$ cat src/rtl/lc3b_types.sv
// Shared LC-3b datapath types plus the constants and helpers used by the instruction cache.
package lc3b_types;

   typedef logic [15:0]  lc3b_word;
   typedef logic [127:0] lc3b_line;

   localparam int OFFSET_WIDTH = 4;

   typedef enum logic [1:0] {
      CS_IDLE,
      CS_FILL,
      CS_FLUSH
   } cache_state_e;

   // Replacement state bits per set: one bit for 2 ways, a 3-node tree for 4 ways.
   function automatic int plru_width(input int ways);
      return (ways == 4) ? 3 : 1;
   endfunction

   function automatic lc3b_word line_word(input lc3b_line line, input logic [2:0] sel);
      return line[{sel, 4'b0000} +: 16];
   endfunction

   function automatic lc3b_word sat_inc(input lc3b_word v);
      return (v == 16'hFFFF) ? v : v + 16'd1;
   endfunction

endpackage

$ cat src/rtl/icache_plru.sv
// Pseudo-LRU replacement for one set: victim from current state, next state after an access.
module icache_plru import lc3b_types::*; #(
   parameter int NUM_WAYS = 2
) (
   input  logic [plru_width(NUM_WAYS)-1:0] state_i,
   input  logic [$clog2(NUM_WAYS)-1:0]     access_way_i,
   output logic [$clog2(NUM_WAYS)-1:0]     victim_o,
   output logic [plru_width(NUM_WAYS)-1:0] state_o
);

   if (NUM_WAYS == 2) begin : g_two
      // The single bit names the way to evict next.
      assign victim_o = state_i;
      assign state_o  = ~access_way_i;
   end else begin : g_tree
      // [0] picks the pair to evict from, [1] picks within ways 0/1, [2] within ways 2/3.
      assign victim_o = state_i[0] ? {1'b1, state_i[2]} : {1'b0, state_i[1]};

      always_comb begin
         state_o    = state_i;
         state_o[0] = ~access_way_i[1];
         if (access_way_i[1]) state_o[2] = ~access_way_i[0];
         else                 state_o[1] = ~access_way_i[0];
      end
   end

endmodule

$ cat src/rtl/i_cache_nway.sv
// N-way set-associative instruction cache: zero-cycle hits, single-line fill, one-cycle flush.
module i_cache_nway import lc3b_types::*; #(
   parameter int NUM_WAYS = 2,
   parameter int NUM_SETS = 8
) (
   input  logic     clk,
   input  logic     reset_n,
   input  lc3b_word mem_address,
   input  logic     mem_read,
   output lc3b_word mem_rdata,
   output logic     mem_resp,
   input  logic     flush,
   output lc3b_word pmem_address,
   output logic     pmem_read,
   input  lc3b_line pmem_rdata,
   input  logic     pmem_resp,
   output lc3b_word hit_count,
   output lc3b_word miss_count
);

   localparam int WAY_W  = $clog2(NUM_WAYS);
   localparam int IDX_W  = $clog2(NUM_SETS);
   localparam int TAG_W  = 16 - OFFSET_WIDTH - IDX_W;
   localparam int PLRU_W = plru_width(NUM_WAYS);

   cache_state_e           state_q;
   logic [15:OFFSET_WIDTH] fill_addr_q;
   logic                   flush_pend_q;
   logic                   pmem_read_q;
   lc3b_word               hit_cnt_q;
   lc3b_word               miss_cnt_q;

   logic [NUM_SETS-1:0][NUM_WAYS-1:0] valid_q;
   logic [NUM_SETS-1:0][PLRU_W-1:0]   plru_q;
   logic [TAG_W-1:0]                  tag_q  [NUM_SETS][NUM_WAYS];
   lc3b_line                          line_q [NUM_SETS][NUM_WAYS];

   logic [IDX_W-1:0]  req_idx, fill_idx, plru_idx;
   logic [TAG_W-1:0]  req_tag, fill_tag;
   logic [WAY_W-1:0]  hit_way, free_way, plru_victim, victim_way, access_way;
   logic              hit, free_found, rd_hit;
   logic [PLRU_W-1:0] plru_next;
   logic              unused_byte_bit;

   assign req_idx         = mem_address[OFFSET_WIDTH +: IDX_W];
   assign req_tag         = mem_address[15 -: TAG_W];
   assign fill_idx        = fill_addr_q[OFFSET_WIDTH +: IDX_W];
   assign fill_tag        = fill_addr_q[15 -: TAG_W];
   assign unused_byte_bit = mem_address[0];

   // NOTE: every always_comb output gets a default first, so no path can infer a latch.
   always_comb begin
      hit     = 1'b0;
      hit_way = '0;
      for (int w = 0; w < NUM_WAYS; w++) begin
         if (valid_q[req_idx][w] && (tag_q[req_idx][w] == req_tag)) begin
            hit     = 1'b1;
            hit_way = WAY_W'(w);
         end
      end
   end

   // Descending scan so the lowest-index invalid way wins.
   always_comb begin
      free_found = 1'b0;
      free_way   = '0;
      for (int w = NUM_WAYS - 1; w >= 0; w--) begin
         if (!valid_q[fill_idx][w]) begin
            free_found = 1'b1;
            free_way   = WAY_W'(w);
         end
      end
   end

   assign victim_way = free_found ? free_way : plru_victim;

   // Hits (IDLE) and fills (FILL) never coincide, so one replacement block serves both.
   assign plru_idx   = (state_q == CS_FILL) ? fill_idx : req_idx;
   assign access_way = (state_q == CS_FILL) ? victim_way : hit_way;

   icache_plru #(.NUM_WAYS(NUM_WAYS)) u_plru (
      .state_i      (plru_q[plru_idx]),
      .access_way_i (access_way),
      .victim_o     (plru_victim),
      .state_o      (plru_next)
   );

   assign rd_hit       = (state_q == CS_IDLE) && mem_read && !flush && hit;
   assign mem_resp     = rd_hit;
   assign mem_rdata    = rd_hit ? line_word(line_q[req_idx][hit_way], mem_address[3:1]) : '0;
   assign pmem_read    = pmem_read_q;
   assign pmem_address = {fill_addr_q, {OFFSET_WIDTH{1'b0}}};
   assign hit_count    = hit_cnt_q;
   assign miss_count   = miss_cnt_q;

   // NOTE: sequential state uses non-blocking assignments so every flop samples pre-edge values.
   always_ff @(posedge clk or negedge reset_n) begin
      if (!reset_n) begin
         state_q      <= CS_IDLE;
         fill_addr_q  <= '0;
         flush_pend_q <= 1'b0;
         pmem_read_q  <= 1'b0;
         hit_cnt_q    <= '0;
         miss_cnt_q   <= '0;
         valid_q      <= '0;
         plru_q       <= '0;
      end else begin
         case (state_q)
            CS_IDLE: begin
               if (flush) begin
                  state_q <= CS_FLUSH;
               end else if (mem_read && hit) begin
                  plru_q[req_idx] <= plru_next;
                  hit_cnt_q       <= sat_inc(hit_cnt_q);
               end else if (mem_read) begin
                  fill_addr_q <= mem_address[15:OFFSET_WIDTH];
                  miss_cnt_q  <= sat_inc(miss_cnt_q);
                  pmem_read_q <= 1'b1;
                  state_q     <= CS_FILL;
               end
            end
            CS_FILL: begin
               if (flush) flush_pend_q <= 1'b1;
               if (pmem_resp) begin
                  valid_q[fill_idx][victim_way] <= 1'b1;
                  plru_q[fill_idx]              <= plru_next;
                  flush_pend_q                  <= 1'b0;
                  pmem_read_q                   <= 1'b0;
                  state_q <= (flush_pend_q || flush) ? CS_FLUSH : CS_IDLE;
               end
            end
            CS_FLUSH: begin
               valid_q <= '0;
               plru_q  <= '0;
               state_q <= CS_IDLE;
            end
            default: state_q <= CS_IDLE;
         endcase
      end
   end

   // NOTE: tag and line storage carry no reset; the valid bits alone decide whether a way is live.
   always_ff @(posedge clk) begin
      if ((state_q == CS_FILL) && pmem_resp) begin
         tag_q[fill_idx][victim_way]  <= fill_tag;
         line_q[fill_idx][victim_way] <= pmem_rdata;
      end
   end

endmodule

$ cat config.mk
export PLATFORM = sky130hd
export DESIGN_NAME = i_cache_nway
export DESIGN_NICKNAME = d
export VERILOG_FILES = /design/src/rtl/lc3b_types.sv /design/src/rtl/icache_plru.sv /design/src/rtl/i_cache_nway.sv
export SDC_FILE = /design/constraint.sdc
export NUM_CORES = 2
export LEC_CHECK = 0
export CAP_MARGIN = 30
export CORE_MARGIN = 5
export CORE_UTILIZATION = 55
export DETAILED_ROUTE_END_ITERATION = 12
export PLACE_DENSITY = 0.83
export SYNTH_ARGS = -nofsm -noshare
export SYNTH_HDL_FRONTEND = slang
export SYNTH_SLANG_ARGS = --single-unit
$ cat constraint.sdc
create_clock -name clk -period 48.8 [get_ports clk]
set_input_delay 9.76 -clock clk [delete_from_list [all_inputs] [get_ports clk]]
set_output_delay 9.76 -clock clk [all_outputs]
set_load 0.05 [all_outputs]
=== Word level (Yosys, flattened, before mapping) ===
Memory sizes are Yosys's and may differ from the RTL's.
Cells that the tools add are included.

* Bits in read-only memories: 0
* Bits of input ports: 149
* Memories: 2
* Memory bits (writable): 2,192
* Output and inout port bits: 66
* Logic and storage cells: 139
* Latch bits: 0
* Register bits: 72

{| class="wikitable"
|+ Memories
! memory !! words !! width !! rd ports !! clocked after memory_dff !! wr ports !! RTL line !! RTL
|-
| line_q || 8 || 256 || 1 || 0 || 1 || i_cache_nway.sv:36 || <nowiki>lc3b_line line_q [NUM_SETS][NUM_WAYS];</nowiki>
|-
| tag_q || 8 || 18 || 1 || 0 || 1 || i_cache_nway.sv:35 || <nowiki>logic [TAG_W-1:0] tag_q [NUM_SETS][NUM_WAYS];</nowiki>
|}

* Shift-type cells: 1
* $lt $le $gt $ge: 10
* Divide/modulo/power cells: 0
* Add/sub/neg operators: 2
* Multiply operators: 0
* Muxes and demuxes: 55
* Equality and inequality tests: 13
* Reduce and logical (&&, ||, !) cells: 26
* Bitwise operators: 8

{| class="wikitable"
|+ Operators by type and width
! cell !! count
|-
| $mux 128 || 4
|-
| $mux 256 || 1
|-
| $demux 128 s1 || 1
|-
| $shiftx 128x8->16 || 1
|-
| $add 16x1->16 const B || 2
|-
| $eq 16x16->1 const B || 2
|-
| $mux 16 || 2
|-
| $pmux 16 s2 || 1
|-
| $mux 8 || 3
|-
| $pmux 8 s3 || 1
|-
| $mux 1 || 19
|-
| $eq 9x9->1 || 2
|-
| $mux 18 || 1
|-
| $bwmux 8 || 2
|-
| $mux 2 || 8
|-
| $or 16x16->16 || 1
|-
| $bmux 2 s3 || 2
|-
| $lt 3x4->1 const B || 3
|-
| $reduce_and 4->1 || 3
|-
| $logic_and 1x1->1 || 11
|-
| $reduce_and 5->1 || 2
|-
| $demux 9 s1 || 1
|-
| $mux 9 || 1
|-
| $ne 2x2->1 const B || 4
|-
| other kinds (25) || 37
|}

=== Logic depth before layout (Yosys ltp) ===
* Depth in word-level cells: 14
* Mapped depth: 17
* Mapped depth without buffers: 10

=== By module ===
A second synthesis with hierarchy kept.

* Cell total of the unflattened synthesis: 5,133
* Area total of the unflattened synthesis: 86,191.4 µm²

{| class="wikitable"
|+ By module, submodules not included
! module !! area each (µm²) !! seq. area each (µm²) !! cells an instance !! instances
|-
| i_cache_nway || 86,180.2 || 67,624.9 || 5,131 || 1
|-
| icache_plru || 11.3 || 0.0 || 2 || 1
|}

=== Worst setup path after synthesis ===
No wires, ideal clock.

* Path type: input to register
* From: input mem_address[4]
* To: memory line_q[0][128] (netlist bit), enable pin
* Buffers on the path: 6
* Stages: 12
* Data required time: 47.828 ns
* Arrival time: 25.104 ns
* Setup time: 0.972 ns
* Path slack: 22.724 ns
* Path through: buf_4 buf_6 buf_6 buf_4 buf_2 mux2i_1 mux4_2 mux2i_1 a32o_1 clkbuf_1 nand3_1 nor4_1

* Cells in the longest elaborated chain, start to end: 10
* Elaborated cells between the ends (all ways): 11
* Classes of those cells: order compare: 2; mux: 7; bitwise: 1; reduce/logical: 1

{| class="wikitable"
|+ RTL lines
! what !! RTL line !! RTL
|-
| start: declaration || i_cache_nway.sv:8 || <nowiki>input lc3b_word mem_address,</nowiki>
|-
| $mux 3 (*) || i_cache_nway.sv:78 || <nowiki>assign plru_idx = (state_q == CS_FILL) ? fill_idx : req_idx;</nowiki>
|-
| $bmux 1 s3 (*) || i_cache_nway.sv:82 || <nowiki>.state_i (plru_q[plru_idx]),</nowiki>
|-
| $mux 1 (not written as such) (*) || i_cache_nway.sv:82 ||
|-
| $mux 1 (*) || i_cache_nway.sv:75 || <nowiki>assign victim_way = free_found ? free_way : plru_victim;</nowiki>
|-
| $not 1->2 (not written as such) (*) || i_cache_nway.sv:146 || <nowiki>line_q[fill_idx][victim_way] <= pmem_rdata;</nowiki>
|-
| $ge 2x2->1 (not written as such) / $lt 2x1->1 (equally long branches) || i_cache_nway.sv:146 ||
|-
| $logic_and 1x1->1 (not written as such) || i_cache_nway.sv:146 ||
|-
| $mux 128 (not written as such) || i_cache_nway.sv:146 ||
|-
| $demux 128 s1 (*) || i_cache_nway.sv:146 ||
|-
| $mux 256 (not written as such) (*) || i_cache_nway.sv:146 ||
|-
| end: declaration || i_cache_nway.sv:36 ||
|}

Every way passes the cells marked *; elsewhere a longest branch is shown, timed or not. The select of a mux whose other input is x is not followed.

=== Worst setup path after layout ===
* From: input mem_address[6]
* To: output mem_rdata[1]

* Cells in the longest elaborated chain, start to end: 10
* Elaborated cells between the ends (all ways): 18
* Classes of those cells: eq/ne: 2; shift: 1; mux: 9; bitwise: 1; reduce/logical: 3; memory: 2

{| class="wikitable"
|+ RTL lines
! what !! RTL line !! RTL
|-
| $mem_v2 8x18 / $bmux 2 s3 (equally long branches) || -- ||
|-
| $eq 9x9->1 / $mux 2 (equally long branches) || i_cache_nway.sv:56 || <nowiki>if (valid_q[req_idx][w] && (tag_q[req_idx][w] == req_tag)) begin</nowiki>
|-
| $logic_and 1x1->1 || i_cache_nway.sv:56 ||
|-
| $mux 1 || i_cache_nway.sv:56 ||
|-
| $not 1->2 (not written as such) || i_cache_nway.sv:90 || <nowiki>assign mem_rdata = rd_hit ? line_word(line_q[req_idx][hit_way], mem_address[3:1]) : '0;</nowiki>
|-
| $mux 128 (not written as such) (3 in a row) || i_cache_nway.sv:90 ||
|-
| $shiftx 128x8->16 || lc3b_types.sv:21 || <nowiki>return line[{sel, 4'b0000} +: 16];</nowiki>
|-
| $mux 16 (*) || i_cache_nway.sv:90 ||
|-
| end: declaration || i_cache_nway.sv:10 || <nowiki>output lc3b_word mem_rdata,</nowiki>
|}

Marked as above.

==> Flow_metrics.wiki <==
{| class="wikitable"
! Metric !! Value
|-
| Status || finished clean
|-
| Placed wire-length estimate || about 130000 um
|-
| Final-stage net count || roughly 5200
|-
| Count of instances resized after the clock tree is built || 0
|-
| Post-route ant nets || 0
|-
| Detailed-route via count || about 53000
|-
| Wire length of the first global-routing pass || 360000 um
|-
| Static Leak || a little over 30 nW
|-
| Startpoint of the lowest-slack register-to-register path || state_q[1]
|-
| Worst clock skew || ~0.053 ns
|-
| Worst hold path endpoint || miss_count[7]
|-
| EDFF count, synth || 2192
|-
| Number of fill cells in the layout || 9585
|-
| Number of setup buffers added after CTS || 0
|-
| Register-to-Register Path Depth || 12
|-
| Worst-path maximum fanout || 49
|-
| GP Congestion || 0.818
|-
| Worst path top cell family by delay || buffers and inverters
|-
| Router iterations before antenna repair || 7
|-
| Vertical die dimension || 402 um
|-
| Final Setup Violations || 0
|-
| Worst slew margin relative to its limit || 0.260
|-
| Worst Setup Slack post-DPL || between 20 and 25 ns
|-
| Sum of internal, switching and leakage power || 4.17 mW
|-
| Violation count after the first detailed-routing iteration || 9335
|-
| CTS tree || done
|-
| Most used flip-flop cell after synthesis || sky130_fd_sc_hd__edfxtp_1
|-
| Number of levels the H-tree was split into || 4
|-
| RSZ-0062 raised after global routing || no
|-
| Post-route worst setup slack || 21.48 ns
|-
| Final worst path period need || 27.32 ns
|-
| Share of flip-flops with an asynchronous set or reset || 0.0318
|-
| Remaining design rule violation count || 0
|-
| Number of antenna violations at the first check in global routing || 40
|-
| Area inside the core boundary || 152000 um2
|-
| Ratio of cells with drive above 1 in the final layout || 0.117
|-
| Vias per cell || 7.24
|-
| Critical path launch point || mem_address[6]
|-
| Number of global-route vias before repair || 52000
|-
| Non-Filler Instances || about 7300
|-
| Die Area || 162000 um2
|-
| Path class of the lowest-slack min-delay path || reg -> reg
|-
| NetSw || a little under 1 mW
|-
| Clock slew at reported path FFs || 0.06 ns
|-
| Power density of the placed cells || 43.5 nW/um2
|-
| Number of buffers and inverters on the critical path || 6
|-
| Flop pwr share || 0.537
|-
| Setup crit end kind || primary output
|-
| Synth warn || 0
|-
| IR Drop Worst-Case VDD || 33.6 uV
|-
| Mean post-synth cell area || 17.4 um2
|-
| Root buffer cell || sky130_fd_sc_hd__clkbuf_16
|-
| Hold path start || miss_count[7]
|-
| Starting utilization of the core area || 0.554
|-
| Critical Path Most Common Cell || sky130_fd_sc_hd__buf_4
|-
| Instance count along the most critical hold path || 1
|-
| Layout overhead on the synthesized area || 13.6%
|-
| Crit path arrival time || 17.56 ns
|-
| Number of distinct standard cells referenced by the synthesized netlist || 74
|-
| Post-CTS Hold Fix Bufs || 0
|-
| Required arrival time at the worst endpoint || 39.04 ns
|-
| Gate count of the mapped netlist || 4852
|-
| Share of total power consumed by net switching || 0.235
|-
| Buffers on Ports || 209
|-
| Clock network latency to the later pin of the worst-skew pair || 0.88 ns
|-
| Total clock buffers created by CTS || 203
|-
| Tightest Pin Transition || around 1.1 ns
|-
| Grt ovf || 0
|-
| Final worst-path cycle share || 0.560
|-
| Slowest library cell on the worst path || sky130_fd_sc_hd__clkdlybuf4s50_1
|-
| Fin. max-slew vios || 0
|-
| CP cell instances || buf_4 > buf_4 > nor2b_2 > nand2_4 > a2bb2oi_1 > nand3b_1 > nor4_4 > buf_4 > buf_4 > nand2_1 > buf_4 > a21oi_1 > or4_1 > a32oi_1 > clkdlybuf4s50_1
|-
| Setup crit start kind || input port
|-
| Part of the power in the clock network || 0.385
|-
| IO Pins || ~220
|-
| Clk sink count || 2264
|-
| Worst reg2reg path endpoint || line_q[6][145]
|-
| Die X || 402 um
|-
| WL final || 257000 um
|-
| Pin count of the biggest net entering global routing || 122
|-
| Final TNS setup || 0 ns
|-
| Pint || 3.19 mW
|-
| Hold Violations, Final || 0
|-
| Cell area after synthesis || around 85000 um2
|-
| All-layer global routing usage || 0.307
|-
| Sequential fraction of the synthesis area || 0.800
|-
| Fmax achieved || 0.0366 GHz
|-
| Register-to-register setup slack || 42.24 ns
|-
| Number of placed cells counting well taps || 6891
|-
| Reported max-cap violation count || 0
|-
| Number of rows created at floorplan || 143
|-
| CP peak stage delay || 0.96 ns
|-
| Synthesized flop and latch total || roughly 2300
|-
| Buffers from clock root to sink, at most || 3
|-
| Routed len/inst || 35.1 um
|-
| Type of the setup path with the least slack || in -> out
|-
| Gate power share || 0.078
|}
-- layout make-up --
cell class              count  area, um2  area share
flip-flops and latches   2264      67600       0.704
clock buffers             250       5350      0.0557
multi-input cells        2251      15700       0.164
clock inverters           129       1290      0.0134
diodes                     44        110     0.00115
repair buffers            335       3340      0.0347
inverters                  17       63.8    0.000664
well taps                2030       2540      0.0264
-- layer usage --
layer	part of all wire	track usage	wire length, um	up-vias
met3	0.17	0.110	43600	1148
met1	0.31	0.378	79800	25700
met5	0.00045	0	116	-
li1	-	-	-	20600
met4	0.069	0.189	17800	6
met2	0.45	0.469	115000	5456
-- worst reg2reg max path, cell delays in order, from the launching register on --
cell                      delay, ns
sky130_fd_sc_hd__dfrtp_1       0.40
sky130_fd_sc_hd__inv_1         0.11
sky130_fd_sc_hd__ha_1          0.56
sky130_fd_sc_hd__mux2i_1       0.40
sky130_fd_sc_hd__mux4_2        0.55
sky130_fd_sc_hd__mux2i_1       0.20
sky130_fd_sc_hd__a32o_1        0.45
sky130_fd_sc_hd__nand3_1       0.70
sky130_fd_sc_hd__nor2_4        0.29
sky130_fd_sc_hd__buf_4         0.77
sky130_fd_sc_hd__buf_4         0.55
sky130_fd_sc_hd__buf_16        0.30
sky130_fd_sc_hd__buf_4         0.82
-- worst max path at each step --
stage               cells past startpoint             end
CTS                                    15   mem_rdata[15]
floorplan                              12  line_q[0][128]
global route                           15   mem_rdata[15]
finish                                 15    mem_rdata[1]
global placement                       14   mem_rdata[15]
detailed placement                     15    mem_rdata[1]
-- synthesized netlist by cell type, types with 5 or more instances --
library cell | instances | area (um2)
sky130_fd_sc_hd__and3_1 | 13 | 81.3
sky130_fd_sc_hd__mux2i_1 | 135 | 1350
sky130_fd_sc_hd__dfrtp_1 | 72 | 1800
sky130_fd_sc_hd__nand3b_1 | 7 | 52.6
sky130_fd_sc_hd__xor2_1 | 16 | 140
sky130_fd_sc_hd__xnor2_1 | 23 | 201
sky130_fd_sc_hd__o211ai_1 | 10 | 75.1
sky130_fd_sc_hd__mux2_2 | 130 | 1460
sky130_fd_sc_hd__a221o_1 | 8 | 80.1
sky130_fd_sc_hd__a41o_1 | 9 | 90.1
sky130_fd_sc_hd__o22ai_1 | 714 | 4470
sky130_fd_sc_hd__o32a_1 | 17 | 170
sky130_fd_sc_hd__o221ai_1 | 120 | 1050
sky130_fd_sc_hd__and2_1 | 7 | 43.8
sky130_fd_sc_hd__nand3_1 | 51 | 255
sky130_fd_sc_hd__buf_2 | 42 | 210
sky130_fd_sc_hd__o22a_1 | 75 | 657
sky130_fd_sc_hd__nand2_1 | 100 | 375
sky130_fd_sc_hd__nor3_1 | 95 | 475
sky130_fd_sc_hd__nand2b_1 | 11 | 68.8
sky130_fd_sc_hd__nor4_1 | 63 | 394
sky130_fd_sc_hd__nor2b_1 | 7 | 43.8
sky130_fd_sc_hd__ha_1 | 6 | 75.1
sky130_fd_sc_hd__nor2_1 | 198 | 743
sky130_fd_sc_hd__edfxtp_1 | 2192 | 65800
sky130_fd_sc_hd__clkbuf_1 | 189 | 709
sky130_fd_sc_hd__and4_1 | 5 | 43.8
sky130_fd_sc_hd__buf_1 | 79 | 297
sky130_fd_sc_hd__o41ai_1 | 8 | 70.1
sky130_fd_sc_hd__a22o_1 | 11 | 96.3
sky130_fd_sc_hd__o21ai_0 | 84 | 420
sky130_fd_sc_hd__a221oi_1 | 28 | 245
sky130_fd_sc_hd__buf_4 | 9 | 67.6
sky130_fd_sc_hd__a211oi_1 | 28 | 210
sky130_fd_sc_hd__a22oi_1 | 23 | 173
sky130_fd_sc_hd__a2111oi_0 | 5 | 43.8
sky130_fd_sc_hd__mux4_2 | 17 | 383
sky130_fd_sc_hd__a311oi_1 | 12 | 105
sky130_fd_sc_hd__inv_1 | 15 | 56.3
sky130_fd_sc_hd__a21oi_1 | 98 | 490
sky130_fd_sc_hd__or4_1 | 14 | 105
sky130_fd_sc_hd__nand4_1 | 10 | 62.6
sky130_fd_sc_hd__or3_1 | 6 | 37.5
sky130_fd_sc_hd__a31oi_1 | 34 | 213
-- sequential cells by signal, indices dropped and copies added (netlist names), named ones only --
| signal | cells |
|---|---|
| state_q | 2 |
| fill_addr_q | 12 |
| miss_count | 16 |
| valid_q | 16 |
| tag_q | 144 |
| pmem_read | 1 |
| hit_count | 16 |
| flush_pend_q | 1 |
| line_q | 2048 |
-- kinds of logic (layout without fill, tap and decap cells) --
logic type,after synthesis,after routing,synth area share
AND/OR/NAND/NOR,610,610,0.0353
buffers and inverters,340,731,0.0165
flip-flops,2264,2264,0.800
other,1,48,0.0000444
XOR/XNOR,39,39,0.00404
multiplexers,282,282,0.0378
adder cells (fa/ha/maj),6,6,0.000888
AO/OA/AOI/OAI,1310,1310,0.105
-- power groups by stage --
| stage | clock, mW | combinational [mW] | sequential, mW |
|---|---|---|---|
| global placement | 0 | 0.300 | 2.28 |
| floorplan | 0 | 0.153 | 2.30 |
| finish | 1.61 | 0.324 | 2.24 |
| detailed placement | 0 | 0.309 | 2.28 |
| global route | 1.69 | 0.336 | 2.25 |
| CTS | 1.60 | 0.314 | 2.24 |
-- placed cells by master, fill, tap and decap left out, types with 28 or more instances in the layout --
cell type	synthesis	routed
sky130_fd_sc_hd__a211oi_1	28	28
sky130_fd_sc_hd__a21oi_1	98	98
sky130_fd_sc_hd__a221oi_1	28	28
sky130_fd_sc_hd__a31oi_1	34	34
sky130_fd_sc_hd__buf_4	9	103
sky130_fd_sc_hd__clkbuf_1	189	42
sky130_fd_sc_hd__clkbuf_16	0	207
sky130_fd_sc_hd__clkdlybuf4s50_1	0	203
sky130_fd_sc_hd__clkinv_1	2	50
sky130_fd_sc_hd__clkinv_2	0	38
sky130_fd_sc_hd__dfrtp_1	72	72
sky130_fd_sc_hd__diode_2	0	44
sky130_fd_sc_hd__edfxtp_1	2192	2192
sky130_fd_sc_hd__mux2_2	130	130
sky130_fd_sc_hd__mux2i_1	135	135
sky130_fd_sc_hd__nand2_1	100	90
sky130_fd_sc_hd__nand3_1	51	51
sky130_fd_sc_hd__nor2_1	198	183
sky130_fd_sc_hd__nor3_1	95	95
sky130_fd_sc_hd__nor4_1	63	61
sky130_fd_sc_hd__o21ai_0	84	84
sky130_fd_sc_hd__o221ai_1	120	120
sky130_fd_sc_hd__o22a_1	75	75
sky130_fd_sc_hd__o22ai_1	714	714
-- through the flow --
step | hold slack, ns | cell area (um2) | util
after floorplan | 0.474 | 84500 | -
after global placement | 0.474 | 89000 | 0.584
after detailed placement | 0.480 | 89200 | 0.585
after CTS | 0.492 | 95800 | 0.629
after global routing | 0.511 | 96000 | 0.629
final | 0.492 | 96000 | 0.630
(Power assumes the default switching activity.)
